**config.mk**
```make
export PLATFORM = sky130hd
export DESIGN_NAME = clock_12h_set_ctrl_flat
export DESIGN_NICKNAME = d
export VERILOG_FILES = /design/src/rtl/clock_12h_set_ctrl_if.sv /design/src/rtl/clock_12h_set_ctrl.sv /design/src/flat_wrapper.sv
export SDC_FILE = /design/constraint.sdc
export NUM_CORES = 1
export LEC_CHECK = 0
export CAP_MARGIN = 15
export CORE_MARGIN = 2
export CORE_UTILIZATION = 49
export DETAILED_ROUTE_END_ITERATION = 12
export HOLD_SLACK_MARGIN = 0.1
export PLACE_DENSITY_LB_ADDON = 0.1
export SLEW_MARGIN = 20
export SYNTH_ARGS = -nofsm -noshare
export SYNTH_HDL_FRONTEND = slang
export SYNTH_SLANG_ARGS = --single-unit
```
**constraint.sdc**
```tcl
create_clock -name clk -period 2.4 [get_ports clk]
set_clock_uncertainty 0.1 [all_clocks]
set_input_delay 0.48 -clock clk [delete_from_list [all_inputs] [get_ports clk]]
set_output_delay 0.48 -clock clk [all_outputs]
set_load 0.01 [all_outputs]
```
**src/rtl/clock_12h_set_ctrl_if.sv**
```systemverilog
// Signal bundle between the 12-hour time-setting controller and its surroundings:
// tick/button pulses and live time in, counter enable/load and edit display out.
interface clock_12h_set_ctrl_if;
    logic       tick_1hz;
    logic       btn_mode;
    logic       btn_inc;
    logic [7:0] cur_hh;
    logic [7:0] cur_mm;
    logic [7:0] cur_ss;
    logic       cur_pm;
    logic       clk_ena;
    logic       load;
    logic [7:0] load_hh;
    logic [7:0] load_mm;
    logic [7:0] load_ss;
    logic       load_pm;
    logic [1:0] mode;
    logic       blink;

    modport master (
        output tick_1hz, btn_mode, btn_inc, cur_hh, cur_mm, cur_ss, cur_pm,
        input  clk_ena, load, load_hh, load_mm, load_ss, load_pm, mode, blink
    );

    modport slave (
        input  tick_1hz, btn_mode, btn_inc, cur_hh, cur_mm, cur_ss, cur_pm,
        output clk_ena, load, load_hh, load_mm, load_ss, load_pm, mode, blink
    );
endinterface

```
**src/rtl/clock_12h_set_ctrl.sv**
```systemverilog
// Time-setting controller for a 12-hour BCD clock: freezes the counter while the
// user edits shadow hh/mm/ss/pm, then loads them in a single COMMIT cycle.
module clock_12h_set_ctrl #(
    parameter int unsigned TIMEOUT_S = 30
) (
    input  logic                  clk,
    input  logic                  rst_n,
    clock_12h_set_ctrl_if.slave   bus
);

    typedef enum logic [2:0] {
        ST_RUN    = 3'd0,
        ST_SET_HH = 3'd1,
        ST_SET_MM = 3'd2,
        ST_SET_SS = 3'd3,
        ST_COMMIT = 3'd4
    } state_t;

    localparam logic [7:0] TMO_LIMIT = 8'(TIMEOUT_S);

    state_t     state_q, state_d;
    logic [1:0] mode_q, mode_d;
    logic       load_q;
    logic       blink_q;
    logic [7:0] tmo_q;
    logic [7:0] sh_hh_q;
    logic [7:0] sh_mm_q;
    logic [7:0] sh_ss_q;
    logic       sh_pm_q;

    logic       in_set_s;
    logic       btn_any_s;
    logic [7:0] tmo_inc_s;
    logic       expire_s;
    logic [8:0] hour_next_s;
    logic [7:0] min_next_s;

    // 11->12 flips am/pm; 00 or anything above 12 snaps to 12 without flipping.
    function automatic logic [8:0] hour_step(input logic [7:0] hh, input logic pm);
        logic [8:0] r;
        if ((hh == 8'h00) || (hh > 8'h12)) begin
            r = {pm, 8'h12};
        end else if (hh == 8'h12) begin
            r = {pm, 8'h01};
        end else if (hh == 8'h11) begin
            r = {~pm, 8'h12};
        end else if (hh[3:0] == 4'h9) begin
            r = {pm, hh[7:4] + 4'h1, 4'h0};
        end else begin
            r = {pm, hh[7:4], hh[3:0] + 4'h1};
        end
        return r;
    endfunction

    function automatic logic [7:0] min_step(input logic [7:0] mm);
        logic [7:0] r;
        if (mm == 8'h59) begin
            r = 8'h00;
        end else if (mm[3:0] == 4'h9) begin
            r = {mm[7:4] + 4'h1, 4'h0};
        end else begin
            r = {mm[7:4], mm[3:0] + 4'h1};
        end
        return r;
    endfunction

    function automatic logic [1:0] mode_of(input state_t st);
        logic [1:0] r;
        case (st)
            ST_SET_HH: r = 2'd1;
            ST_SET_MM: r = 2'd2;
            ST_SET_SS: r = 2'd3;
            default:   r = 2'd0;
        endcase
        return r;
    endfunction

    assign in_set_s    = (state_q == ST_SET_HH) || (state_q == ST_SET_MM) || (state_q == ST_SET_SS);
    assign btn_any_s   = bus.btn_mode | bus.btn_inc;
    assign tmo_inc_s   = tmo_q + 8'd1;
    // A button in the expiring cycle takes priority over the timeout.
    assign expire_s    = in_set_s & bus.tick_1hz & ~btn_any_s & (tmo_inc_s == TMO_LIMIT);
    assign hour_next_s = hour_step(sh_hh_q, sh_pm_q);
    assign min_next_s  = min_step(sh_mm_q);

    // Next-state selection for the edit sequence.
    always_comb begin
        state_d = state_q;
        case (state_q)
            ST_RUN: begin
                if (bus.btn_mode) begin
                    state_d = ST_SET_HH;
                end else begin
                    state_d = ST_RUN;
                end
            end
            ST_SET_HH: begin
                if (bus.btn_mode) begin
                    state_d = ST_SET_MM;
                end else if (expire_s) begin
                    state_d = ST_RUN;
                end else begin
                    state_d = ST_SET_HH;
                end
            end
            ST_SET_MM: begin
                if (bus.btn_mode) begin
                    state_d = ST_SET_SS;
                end else if (expire_s) begin
                    state_d = ST_RUN;
                end else begin
                    state_d = ST_SET_MM;
                end
            end
            ST_SET_SS: begin
                if (bus.btn_mode) begin
                    state_d = ST_COMMIT;
                end else if (expire_s) begin
                    state_d = ST_RUN;
                end else begin
                    state_d = ST_SET_SS;
                end
            end
            ST_COMMIT: state_d = ST_RUN;
            default:   state_d = ST_RUN;
        endcase
    end

    assign mode_d = mode_of(state_d);

    // State register with registered mode, load strobe and blink.
    always_ff @(posedge clk or negedge rst_n) begin
        if (!rst_n) begin
            state_q <= ST_RUN;
            mode_q  <= 2'd0;
            load_q  <= 1'b0;
            blink_q <= 1'b0;
        end else begin
            state_q <= state_d;
            mode_q  <= mode_d;
            load_q  <= (state_d == ST_COMMIT);
            if (state_d == ST_RUN) begin
                blink_q <= 1'b0;
            end else if (in_set_s && bus.tick_1hz) begin
                blink_q <= ~blink_q;
            end else begin
                blink_q <= blink_q;
            end
        end
    end

    // Inactivity counter: held at zero outside the edit states so SET_HH starts fresh.
    always_ff @(posedge clk or negedge rst_n) begin
        if (!rst_n) begin
            tmo_q <= 8'd0;
        end else if (!in_set_s) begin
            tmo_q <= 8'd0;
        end else if (btn_any_s) begin
            tmo_q <= 8'd0;
        end else if (bus.tick_1hz) begin
            tmo_q <= tmo_inc_s;
        end else begin
            tmo_q <= tmo_q;
        end
    end

    // Shadow time: captured on entry, edited per field, never sanitised beyond hour snapping.
    always_ff @(posedge clk or negedge rst_n) begin
        if (!rst_n) begin
            sh_hh_q <= 8'h12;
            sh_mm_q <= 8'h00;
            sh_ss_q <= 8'h00;
            sh_pm_q <= 1'b0;
        end else begin
            case (state_q)
                ST_RUN: begin
                    if (bus.btn_mode) begin
                        sh_hh_q <= bus.cur_hh;
                        sh_mm_q <= bus.cur_mm;
                        sh_ss_q <= bus.cur_ss;
                        sh_pm_q <= bus.cur_pm;
                    end
                end
                ST_SET_HH: begin
                    if (bus.btn_inc && !bus.btn_mode) begin
                        sh_pm_q <= hour_next_s[8];
                        sh_hh_q <= hour_next_s[7:0];
                    end
                end
                ST_SET_MM: begin
                    if (bus.btn_inc && !bus.btn_mode) begin
                        sh_mm_q <= min_next_s;
                    end
                end
                ST_SET_SS: begin
                    if (bus.btn_inc && !bus.btn_mode) begin
                        sh_ss_q <= 8'h00;
                    end
                end
                default: begin
                    sh_hh_q <= sh_hh_q;
                end
            endcase
        end
    end

    // Counter enable is combinational so the tick reaches the counter in its own cycle.
    assign bus.clk_ena = rst_n & bus.tick_1hz & (state_q == ST_RUN) & ~bus.btn_mode;
    assign bus.load    = load_q;
    assign bus.load_hh = sh_hh_q;
    assign bus.load_mm = sh_mm_q;
    assign bus.load_ss = sh_ss_q;
    assign bus.load_pm = sh_pm_q;
    assign bus.mode    = mode_q;
    assign bus.blink   = blink_q;

endmodule

```
**src/flat_wrapper.sv**
```systemverilog
// flat-port wrapper written by rule: the top's interface ports become plain ports
module clock_12h_set_ctrl_flat 
#(
    parameter int unsigned TIMEOUT_S = 30
)
  (clk, rst_n, bus_tick_1hz, bus_btn_mode, bus_btn_inc, bus_cur_hh, bus_cur_mm, bus_cur_ss, bus_cur_pm, bus_clk_ena, bus_load, bus_load_hh, bus_load_mm, bus_load_ss, bus_load_pm, bus_mode, bus_blink);
  clock_12h_set_ctrl_if bus_i ();
  input  logic clk;
  input  logic rst_n;
  input wire logic [$bits(bus_i.tick_1hz)-1:0] bus_tick_1hz;
  input wire logic [$bits(bus_i.btn_mode)-1:0] bus_btn_mode;
  input wire logic [$bits(bus_i.btn_inc)-1:0] bus_btn_inc;
  input wire logic [$bits(bus_i.cur_hh)-1:0] bus_cur_hh;
  input wire logic [$bits(bus_i.cur_mm)-1:0] bus_cur_mm;
  input wire logic [$bits(bus_i.cur_ss)-1:0] bus_cur_ss;
  input wire logic [$bits(bus_i.cur_pm)-1:0] bus_cur_pm;
  output wire logic [$bits(bus_i.clk_ena)-1:0] bus_clk_ena;
  output wire logic [$bits(bus_i.load)-1:0] bus_load;
  output wire logic [$bits(bus_i.load_hh)-1:0] bus_load_hh;
  output wire logic [$bits(bus_i.load_mm)-1:0] bus_load_mm;
  output wire logic [$bits(bus_i.load_ss)-1:0] bus_load_ss;
  output wire logic [$bits(bus_i.load_pm)-1:0] bus_load_pm;
  output wire logic [$bits(bus_i.mode)-1:0] bus_mode;
  output wire logic [$bits(bus_i.blink)-1:0] bus_blink;
  assign bus_i.tick_1hz = bus_tick_1hz;
  assign bus_i.btn_mode = bus_btn_mode;
  assign bus_i.btn_inc = bus_btn_inc;
  assign bus_i.cur_hh = bus_cur_hh;
  assign bus_i.cur_mm = bus_cur_mm;
  assign bus_i.cur_ss = bus_cur_ss;
  assign bus_i.cur_pm = bus_cur_pm;
  assign bus_clk_ena = bus_i.clk_ena;
  assign bus_load = bus_i.load;
  assign bus_load_hh = bus_i.load_hh;
  assign bus_load_mm = bus_i.load_mm;
  assign bus_load_ss = bus_i.load_ss;
  assign bus_load_pm = bus_i.load_pm;
  assign bus_mode = bus_i.mode;
  assign bus_blink = bus_i.blink;
  clock_12h_set_ctrl #(.TIMEOUT_S(TIMEOUT_S)) u_core (.clk(clk), .rst_n(rst_n), .bus(bus_i));
endmodule
```
==> summary.md <==
| Metric | Value |
|---|---|
| Status | complete, no violations |
| DRC marker count from the first detailed-route iteration | 140 |
| Syn_area_per_cell | 8.98 µm² |
| Worst VDD drop | 0.654 mV |
| Longest Clk Path Bufs | 2 |
| Largest net degree at the start of global routing | 41 |
| IO Pins | 60 |
| Setup Buffers After CTS | 0 |
| Max cap viols | 0 |
| Initial antenna violation count | 0 |
| CTS tree | built |
| Worst-Margin Slew | 504 ps |
| Finished Layout Cells | 378 |
| Period utilisation layout | 95.8% |
| Gate count of the mapped netlist | 261 |
| Setup_tns | 0 ps |
| Seq/Total Area, Yosys | 42.8% |
| WL final | ~5000 µm |
| CTS root buffer | clkbuf_8 |
| Final hold vios | 0 |
| Commonest cells after routing, fill and taps aside | clkdlybuf4s50_1, dfrtp_1, nand2_1 |
| GPL Wtd Cong | 0.888 |
| Yosys warns | 0 |
| CP Max Fanout | 2 |
| Vias per cell | 5.47 |
| Worst Path Arrival | 1720 ps |
| DR WL/cell | 13.6 µm |
| Static Leak | 0.00132 µW |
| Maximum clock frequency | 435 MHz |
| # rows | 25 |
| First-pass GRT wire length | 8600 µm |
| Critical Path RT | 1820 ps |
| Hold_buf cts | 0 |
| Slew Limit Headroom | 66.4% |
| Critical Path Source Type | input port |
| Mapped Nets | 300 |
| Die area | 0.00535 mm² |
| Width of the die | 73.2 µm |
| Setup CP Type | input port to output pin |
| Vias | 2066 |
| CTS resizes | 0 |
| Core area | 0.00466 mm² |
| Area grow syn2layout | 33.2% |
| Overflow after GRT | 0 |
| Layout cells sized above 1 | about a tenth |
| Placed Cells | 370 |
| Syn Std Cell Area | between 0.002 and 0.0025 mm² |
| CTS clock-pin slew for the worst setup and hold paths | 80 ps |
| FFs w/ async S/R, synth | 100% |
| DP HPWL | 3640 µm |
| H-tree levels | 2 |
| Final Max Tran Viols | 0 |
| DRC | 0 |
| Port-buffer cells | approximately 60 |
| Worst hold-check path type | input port to asynchronous set/reset pin |
| Synth Flop Type | dfrtp_1 |
| Commonest non-fill, non-tap cell in the layout | clkdlybuf4s50_1 |
| Chip Height | roughly 73 µm |
| Worst-Skew Late Latency | between 200 and 300 ps |
| Detail Route Antenna Nets | 0 |
| Total CTS buffers | 5 |
| First-pass iteration count of the detailed router | 4 |
| Number of enable flip-flop cells after synthesis | 0 |
| Layout Nets | 362 |
| Number of global-route vias before repair | 1853 |
| Clock net sink count | 40 |
| Final min period | 2300 ps |
| RSZ-0062 raised after global routing | no |
| CP endpoint kind | output pin |
| Initial Util | between 50 and 60% |
| Number of distinct library cells after synthesis | 50 |
| Yosys reg bits | 40 |
| Total GRT Usage | 20.4% |
| Pwr per Cell Area | roughly 1100 mW/mm² |
| Count of final setup violators | 0 |
| R2R Setup Slk | 400 ps |
| Antenna Cells | 0 |
==> registers in the layout, indices dropped and copies added (netlist names) <==
name	count
u_core.bus.load_hh	8
u_core.bus.mode	2
u_core.bus.blink	1
u_core.tmo_q	8
u_core.bus.load	1
u_core.state_q	3
u_core.bus.load_ss	8
u_core.bus.load_mm	8
u_core.bus.load_pm	1
==> path summary, 6_finish.rpt <==
| check | from | to | depth (start not counted) |
|---|---|---|---|
| max | bus_btn_mode | bus_clk_ena | 3 |
| min in group clk | u_core.bus.load_ss[2] | u_core.bus.load_ss[2] | 2 |
| min reg2reg | u_core.bus.load_ss[2] | u_core.bus.load_ss[2] | 2 |
| min | rst_n | u_core.tmo_q[6] | 2 |
| max reg2reg | u_core.bus.load_hh[5] | u_core.bus.load_hh[2] | 7 |
| max in group asynchronous | rst_n | u_core.bus.load_hh[4] | 2 |
==> cell type report <==
type,count,area (µm²)
Sequential cell,40,1000
Multi-Input combinational cell,197,1220
Tap cell,54,67.6
Clock inverter,2,60.1
Clock buffer,6,72.6
Inverter,11,41.3
Fill cell,405,1540
Timing Repair Buffer,68,653
==> metal layers <==
metal	vias up	routed length [µm]	part of all wire, %	track usage (%)
met5	-	0	0	0
met4	0	27	0.53	5.14
met3	2	256	5.0	4.28
met2	53	2480	48	32.9
met1	965	2360	46	28.0
li1	1046	-	-	-
==> metrics by stage <==
step | utilization (%) | setup WS, ps | power, µW | hold WS, ps | cell area (µm²)
2_1_floorplan | - | 513 | 2140 | 84.4 | 2340
3_3_place_gp | 64.1 | 87.9 | 2820 | 364 | 2990
3_5_place_dp | 64.1 | 81.0 | 2850 | 371 | 2990
4_1_cts | 66.9 | 40.7 | 3510 | 193 | 3120
5_1_grt | 67.0 | 17.9 | 3760 | 226 | 3120
6_report | 67.0 | 101 | 3480 | 177 | 3120
==> power breakdown <==
group          internal [µW]  leakage, µW  switching [µW]
clock network            416    0.0000654             229
logic                    831     0.000751             801
registers                927     0.000505             277
==> logic make-up after synthesis <==
logic type	count (synthesis)	share of synthesized area, %
xor+xnor	7	2.62
fa+ha+maj	9	4.81
compound gates	70	19.7
flops	40	42.8
simple gates	111	25.0
buf+inv	24	5.07
==> worst max-delay path: stages <==
cell	delay, ps
clkdlybuf4s50_1	470
nor3_1	210
clkdlybuf4s50_1	560
==> cell usage after synthesis, types with 2 or more instances <==
cell type / n / area share, %
dfrtp_1: 38 / 41
nand2_1: 33 / 5.3
nor2_1: 26 / 4.2
o21ai_0: 20 / 4.3
a21oi_1: 19 / 4.1
inv_1: 11 / 1.8
nand3_1: 10 / 2.1
ha_1: 9 / 4.8
buf_2: 5 / 1.1
clkbuf_1: 5 / 0.80
nand3b_1: 5 / 1.6
nor2b_1: 5 / 1.3
o21ai_1: 5 / 1.1
xor2_1: 5 / 1.9
and3_1: 4 / 1.1
o22ai_1: 4 / 1.1
and3b_1: 3 / 1.1
buf_6: 3 / 1.4
nand2b_1: 3 / 0.80
nand4_1: 3 / 0.80
nor3_1: 3 / 0.64
o31ai_1: 3 / 0.96
a2111oi_2: 2 / 1.3
a211oi_1: 2 / 0.64
a22o_1: 2 / 0.75
a32oi_1: 2 / 0.75
dfstp_2: 2 / 2.2
nor3b_1: 2 / 0.64
nor3b_2: 2 / 1.1
nor4_1: 2 / 0.53
o21a_1: 2 / 0.64
or2_2: 2 / 0.53
xnor2_1: 2 / 0.75
No activity file was read; power rests on OpenSTA's default activity.
